$ cat src/rtl/exwb_writeback_stage.sv
// EX/WB pipeline register plus 8-entry register file for the 8-bit core.
// The WB entry commits into the register file at the edge where it leaves
// EX/WB. Two read ports bypass a pending WB write, so ID always sees the
// youngest value of a register.
module exwb_writeback_stage #(
  parameter int DATA_W = 8,
  parameter int ADDR_W = 3
) (
  input  logic              clk,
  input  logic              rst_n,
  input  logic              stall_i,
  input  logic              flush_i,
  input  logic              ex_write_en,
  input  logic [ADDR_W-1:0] ex_write_reg,
  input  logic [DATA_W-1:0] ex_write_data,
  output logic              wb_write_en,
  output logic [ADDR_W-1:0] wb_write_reg,
  output logic [DATA_W-1:0] wb_write_data,
  input  logic [ADDR_W-1:0] rd_addr_a,
  input  logic [ADDR_W-1:0] rd_addr_b,
  output logic [DATA_W-1:0] rd_data_a,
  output logic [DATA_W-1:0] rd_data_b,
  output logic [7:0]        commit_count
);

  localparam int NREGS = 1 << ADDR_W;

  logic [DATA_W-1:0] regs [NREGS];
  logic              commitNow;
  logic              bypassA;
  logic              bypassB;

  // A pending entry commits when it leaves EX/WB: either the pipe advances
  // or a flush replaces it. A stall alone keeps it waiting.
  assign commitNow = wb_write_en & (~stall_i | flush_i);

  // EX/WB register: flush beats stall, stall holds, otherwise capture EX.
  always_ff @(posedge clk or negedge rst_n) begin
    if (!rst_n) begin
      wb_write_en   <= 1'b0;
      wb_write_reg  <= '0;
      wb_write_data <= '0;
    end else if (flush_i) begin
      wb_write_en   <= 1'b0;
      wb_write_reg  <= '0;
      wb_write_data <= '0;
    end else if (!stall_i) begin
      wb_write_en   <= ex_write_en;
      wb_write_reg  <= ex_write_reg;
      wb_write_data <= ex_write_data;
    end
  end

  // Register file write on commit; r0 is an ordinary writable register.
  always_ff @(posedge clk or negedge rst_n) begin
    if (!rst_n) begin
      for (int i = 0; i < NREGS; i++) begin
        regs[i] <= '0;
      end
    end else if (commitNow) begin
      regs[wb_write_reg] <= wb_write_data;
    end
  end

  // Count committed writes; an 8-bit counter wraps naturally 255 -> 0.
  always_ff @(posedge clk or negedge rst_n) begin
    if (!rst_n) begin
      commit_count <= 8'd0;
    end else if (commitNow) begin
      commit_count <= commit_count + 8'd1;
    end
  end

  // Bypass hits depend only on the registered WB entry and the read address.
  assign bypassA = wb_write_en && (wb_write_reg == rd_addr_a);
  assign bypassB = wb_write_en && (wb_write_reg == rd_addr_b);

  // Read port A: a pending WB write to the same register wins over the file.
  always_comb begin
    rd_data_a = regs[rd_addr_a];
    if (bypassA) begin
      rd_data_a = wb_write_data;
    end
  end

  // Read port B: same bypass rule as port A.
  always_comb begin
    rd_data_b = regs[rd_addr_b];
    if (bypassB) begin
      rd_data_b = wb_write_data;
    end
  end

endmodule

$ cat config.mk
export PLATFORM = sky130hd
export DESIGN_NAME = exwb_writeback_stage
export DESIGN_NICKNAME = d
export VERILOG_FILES = /design/src/rtl/exwb_writeback_stage.sv
export SDC_FILE = /design/constraint.sdc
export NUM_CORES = 1
export LEC_CHECK = 0
export CAP_MARGIN = 20
export CELL_PAD_IN_SITES_DETAIL_PLACEMENT = 2
export CELL_PAD_IN_SITES_GLOBAL_PLACEMENT = 2
export CORE_UTILIZATION = 40
export DETAILED_ROUTE_END_ITERATION = 16
export HOLD_SLACK_MARGIN = 0.03
export PLACE_DENSITY_LB_ADDON = 0.25
export SLEW_MARGIN = 15
export SYNTH_ARGS = -nofsm -noshare
export SYNTH_HDL_FRONTEND = slang
export SYNTH_SLANG_ARGS = --single-unit
$ cat constraint.sdc
create_clock -name clk -period 3.1 [get_ports clk]
set_input_delay 0.62 -clock clk [delete_from_list [all_inputs] [get_ports clk]]
set_output_delay 0.62 -clock clk [all_outputs]
set_load 0.02 [all_outputs]
==> results.sh, run 1 <==
export IMPL_cts_path_max_buffers=2
export IMPL_start_util_pct=41.2
export IMPL_rr_worst_depth=3
export IMPL_post_route_util_pct=52.2
export IMPL_hp_class="input pin to async pin"
export IMPL_slew_headroom_pct=45.1
export IMPL_final_common_cell="dfrtp_1"
export IMPL_netlist_area_leader_share_pct=46.6
export IMPL_via_per_inst=5.74
export IMPL_post_dp_cell_area_um2=5320
export IMPL_wl_met2_um=7260
export IMPL_max_cap_viol_count=0
export IMPL_reg_largest_list="regs: 64 flops, commit_count: 8 flops, wb_write_data: 8 flops"
export IMPL_finalHoldViolations=0
export IMPL_crit_path_end="rd_data_a[6]"
export IMPL_cts_sinks=84
export IMPL_initialDrtViolationCount=137
export IMPL_wl_met1_um=6200
export IMPL_postRouteAntennaNets=0
export IMPL_path_max_fanout=8
export IMPL_area_delta_synth_final_pct=26.4
export IMPL_grt_overflow=0
export IMPL_cts_max_level=3
export IMPL_placementRows=38
export IMPL_ys_types=26
export IMPL_num_nets_final=414
export IMPL_status="finished clean"
export IMPL_top_register="regs"
export IMPL_post_route_period_util_pct=97.8
export IMPL_path_cells="clkdlybuf4s50_1 > xnor2_1 > nand4_1 > buf_4 > nor2_1 > a21oi_1 > dlygate4sd2_1"
export IMPL_num_vias=3077
export IMPL_synthesis_nets=342
export IMPL_grt_pass1_wl_um=22200
export IMPL_core_um2=10900
export IMPL_ff_latch_area_um2=2100
export IMPL_cp_depth=7
export IMPL_hpwl_um=8840
export IMPL_tightest_slew_ps=822
export IMPL_synth_area_um2=4510
export IMPL_diodes=0
export IMPL_arrival_ps=2410
export IMPL_r2r_start="wb_write_en"
export IMPL_grt_max_degree=85
export IMPL_synth_warning_count=0
export IMPL_stdcell_count=536
export IMPL_critPathCaptureType="primary output"
export IMPL_worstSetupPathType="input pin to primary output"
export IMPL_fp_dieW_um=108
export IMPL_critPathMaxStageDelay_ps=610
export IMPL_io_buffers=57
export IMPL_largest_reg_flops=64
export IMPL_avgRoutedWirePerCell_um=26.8
export IMPL_top_layer="met4"
export IMPL_drc=0
export IMPL_track_usage_pct=27.0
export IMPL_die_y_um=108
export IMPL_placedCellCount=513
export IMPL_final_area_um2=5700
export IMPL_die_area_um2=11700
export IMPL_syn_avg_cell_area_um2=14.1
export IMPL_grt_pass1_vias=3503
export IMPL_ir_drop_v=0.000293
export IMPL_wl_met3_um=559
export IMPL_drive_above_1_share_pct=38.6
export IMPL_path_clk_slew_ps=70
export IMPL_clkLatencyLatePin_ps=340
export IMPL_grt_antenna_before_repair=0
export IMPL_leakagePower_nw=2.71
export IMPL_cp_top_family="buffers and inverters"
export IMPL_dr_pass1_iters=4
export IMPL_numCtsBuffers=9
export IMPL_required_ps=2480
export IMPL_rsz0062_at_grt="false"
export IMPL_ios=58
export IMPL_ctsHoldBuffers=0
export IMPL_timing_final_max_slew_violations=0
export IMPL_layout_common_cells="84 x dfrtp_1, 64 x mux2_2, 38 x clkdlybuf4s50_1"
export IMPL_yosysSeqAreaShare_pct=46.6
export IMPL_rr_endpoint="regs[6]"
export IMPL_power_density_nw_per_um2=524
export IMPL_cp_buffers_inverters=3
export IMPL_finalWeightedCongestion=0.734
export IMPL_synth_area_top_cells="dfrtp_1 47%, mux2_2 16%, mux4_2 16%"
export IMPL_nFillCells=1033
export IMPL_totalWireLength_um=14400
export IMPL_multi_input_area_um2=2260
export IMPL_clockRootBuffer="clkbuf_16"
export IMPL_fmax_ghz=0.330
export IMPL_yosys_area_top_type="dfrtp_1"
export IMPL_netlist_instances=319
export IMPL_period_needed_ps=3030
export IMPL_p_total_mw=2.99
export IMPL_startpoint="rd_addr_a[1]"
export IMPL_finClkSkew_ps=11.9
export IMPL_finalSetupViolations=0
export IMPL_crit_slowest_cell="clkdlybuf4s50_1"
export IMPL_start_kind="input pin"
export IMPL_cts_tree="built"
export IMPL_rrSetupSlack_ps=840
export IMPL_ys_ff_latch=84
-- worst min path at each step --
stage                    startpoint              end  slack (ps)  depth (start not counted)
finish                        rst_n         regs[22]         240                          1
global route                  rst_n         regs[22]         270                          1
CTS                 commit_count[7]  commit_count[7]         480                          1
detailed placement  commit_count[7]  commit_count[7]         470                          1
global placement    commit_count[7]  commit_count[7]         460                          1
floorplan                     rst_n  commit_count[0]         320                          0
-- power by group --
group          internal, mW  switching (mW)  total [mW]
sequential             1.20           0.127        1.33
clock                 0.589           0.457        1.05
combinational         0.327           0.288       0.615
-- through the flow --
step	TNS (ps)	setup WS (ps)	hold slack, ps
global placement	-2970	-227	456
detailed placement	-3300	-240	467
CTS	0	11.3	479
global route	0	19.0	273
finish	0	68.3	244
floorplan	0	577	324
-- synth_stat cells, drive strengths merged --
cell type,instances
nor2,29
and3,2
nand4b,2
nor4b,2
o21ai,1
mux2i,28
nor3,1
xor2,1
a21oi,16
buf,17
nand4,6
inv,1
o21a,1
nand3b,1
nand2,6
mux2,64
dfrtp,84
mux4,32
ha,1
and4,1
nand3,1
clkbuf,10
xnor2,12
-- cell families after synthesis --
| logic type | synth area share (%) |
|---|---|
| DFF | 46.6 |
| AOI/OAI and AO/OA | 2.30 |
| buffers and inverters | 3.44 |
| muxes | 38.2 |
| adders and majority gates | 0.277 |
| and+or+nand+nor | 6.69 |
| xor gates and xnor gates | 2.52 |
-- repair_timing --
action / 4_1_cts / 5_1_grt
cloned: 2 / 0
resized for setup: 21 / 4
pin swaps: 1 / 1
setup endpoints to repair: 16 / 5
buffers inserted: 4 / 0
-- routing by layer --
metal	track usage, %	vias up
li1	-	1329
met3	4.22	23
met4	9.98	0
met1	34.9	1639
met2	45.7	86
met5	0	-
-- layout make-up --
cell class / instances / share of cell area [%]
Clock buffer: 13 / 4.56
Clock inverter: 3 / 0.373
Inverter: 1 / 0.0658
Multi-Input combinational cell: 207 / 39.6
Sequential cell: 84 / 36.9
Tap cell: 140 / 3.07
Timing Repair Buffer: 88 / 15.5
Note: power is estimated with default switching activity, not from simulation.
==> inputs of run 2 (changes only) <==
--- a/config.mk
+++ b/config.mk
@@ -9,6 +9,7 @@
 export CELL_PAD_IN_SITES_DETAIL_PLACEMENT = 2
 export CELL_PAD_IN_SITES_GLOBAL_PLACEMENT = 2
 export CORE_UTILIZATION = 40
+export CTS_CLUSTER_DIAMETER = 80
 export DETAILED_ROUTE_END_ITERATION = 16
 export HOLD_SLACK_MARGIN = 0.03
 export PLACE_DENSITY_LB_ADDON = 0.25
==> results of run 2 <==
Same layout as run 1: the final DEF is identical, and so are final timing and power.
==> RTL edit (settings of run 1) <==
The parameter `DATA_W` goes from 8 to 9.
--- a/src/rtl/exwb_writeback_stage.sv
+++ b/src/rtl/exwb_writeback_stage.sv
@@ -5,3 +5,3 @@
 module exwb_writeback_stage #(
-  parameter int DATA_W = 8,
+  parameter int DATA_W = 9,
   parameter int ADDR_W = 3
Ports: changed (resized ex_write_data, rd_data_a, rd_data_b and wb_write_data); port bits go from 58 to 62. No check against the original RTL was run, so the function may have changed too.
==> RTL edit against run 1 <==
Setup slack gained 0.0031 ns; largest power group unchanged; cell area grew 9.5%; hold slack gained 0.060 ns; via count grew 6.9%; first-iteration DRC count shrank 30%; synthesized area grew 10%; wire length shrank 1.0%; sequential power grew 9%; sequential cell count grew 9; total power grew 13%; highest routed layer unchanged.
==> RTL edit: results (changes against run 1) <==
** GRT
- The pin count of the biggest net entering global routing came to 48 (was 85).
- The first-pass GRT wire length was 22650 um (was 22220 um).
- Met3 track utilization from global routing :: 3.267% (was 4.219%)

** Worst setup path
- Slowest CP cell :: sky130_fd_sc_hd__mux4_2 (was sky130_fd_sc_hd__clkdlybuf4s50_1)
- The delay of the slowest cell on the worst path is 0.52 ns (was 0.61 ns).
- Worst reg2reg path endpoint :: regs[20]$_DFFE_PN0P_ (was regs[6]$_DFFE_PN0P_)

** Finish
- Fillers :: 1145 (was 1033)
- The count of clock-net buffers in the final layout is 11 (was 13).
- The number of cells in the finished layout apart from fillers was 595 (was 536).
- Largest registers ranked by flip-flop count :: regs (72), wb_write_data (9), commit_count (8) (was regs (64), commit_count (8), wb_write_data (8))

** Yosys
- The flop and latch count out of synthesis is 93 (was 84).
- Post-synthesis share of cell area spent on full adders, half adders and majority gates :: 0.2522% (was 0.2774%)
- The count of unique library cells instantiated by Yosys was 28 (was 26).
- Synthesized instance count :: 350 (was 319)

** Drt
- Via density :: 5.528 (was 5.741)
- Met3 WL post-DR :: 345 um (was 559 um)
- The met1 wire length came to 6147 um (was 6203 um).
- Drt total wl :: 14220 um (was 14370 um)

** Power
- The power attributed to sequential cells came to 0.00145 W (was 0.00133 W).
- Worst IR Drop VDD :: 0.0005270 V (was 0.0002928 V)
- The reported net switching power was 0.0008786 W (was 0.0008725 W).
- Power density normalized to cell area :: 539.6 nW/um^2 (was 523.5 nW/um^2)

** STA
- Slew at the pin closest to its max-slew limit :: 0.6442 ns (was 0.8218 ns)

** Place
- Half-perimeter wire length after placement :: 9591 um (was 8836 um)

** Run status
- Outcome :: finished, final reports clean (unchanged)
[RTL edit: cell types whose count changed in the layout (fill, tap and decap cells not counted), sizes merged, moves of 4 or more]
cell / delta
mux4: +4
dlymetal6s2s: +6
dfrtp: +9
mux2: +8
[RTL edit: cell families after synthesis]
kind of cell | count (synthesis)
AO/OA/AOI/OAI | 20
XOR/XNOR | 13
adder cells (fa/ha/maj) | 1
buffers and inverters | 30
flip-flops | 93
multiplexers | 139
AND/OR/NAND/NOR | 54
[RTL edit: what timing repair did]
item,CTS,global route
gates resized for setup,16,11
setup endpoints to repair,18,15
endpoints found under the hold margin,0,0
buffers inserted,2,0
hold buffers,0,0
[RTL edit: metrics by stage]
step | cell area (sq um) | worst slack, ns
2_1_floorplan | 4961 | 0.4927
3_3_place_gp | 5884 | -0.2635
3_5_place_dp | 5884 | -0.2537
4_1_cts | 6232 | -0.006406
5_1_grt | 6243 | 0.003738
6_report | 6243 | 0.07145
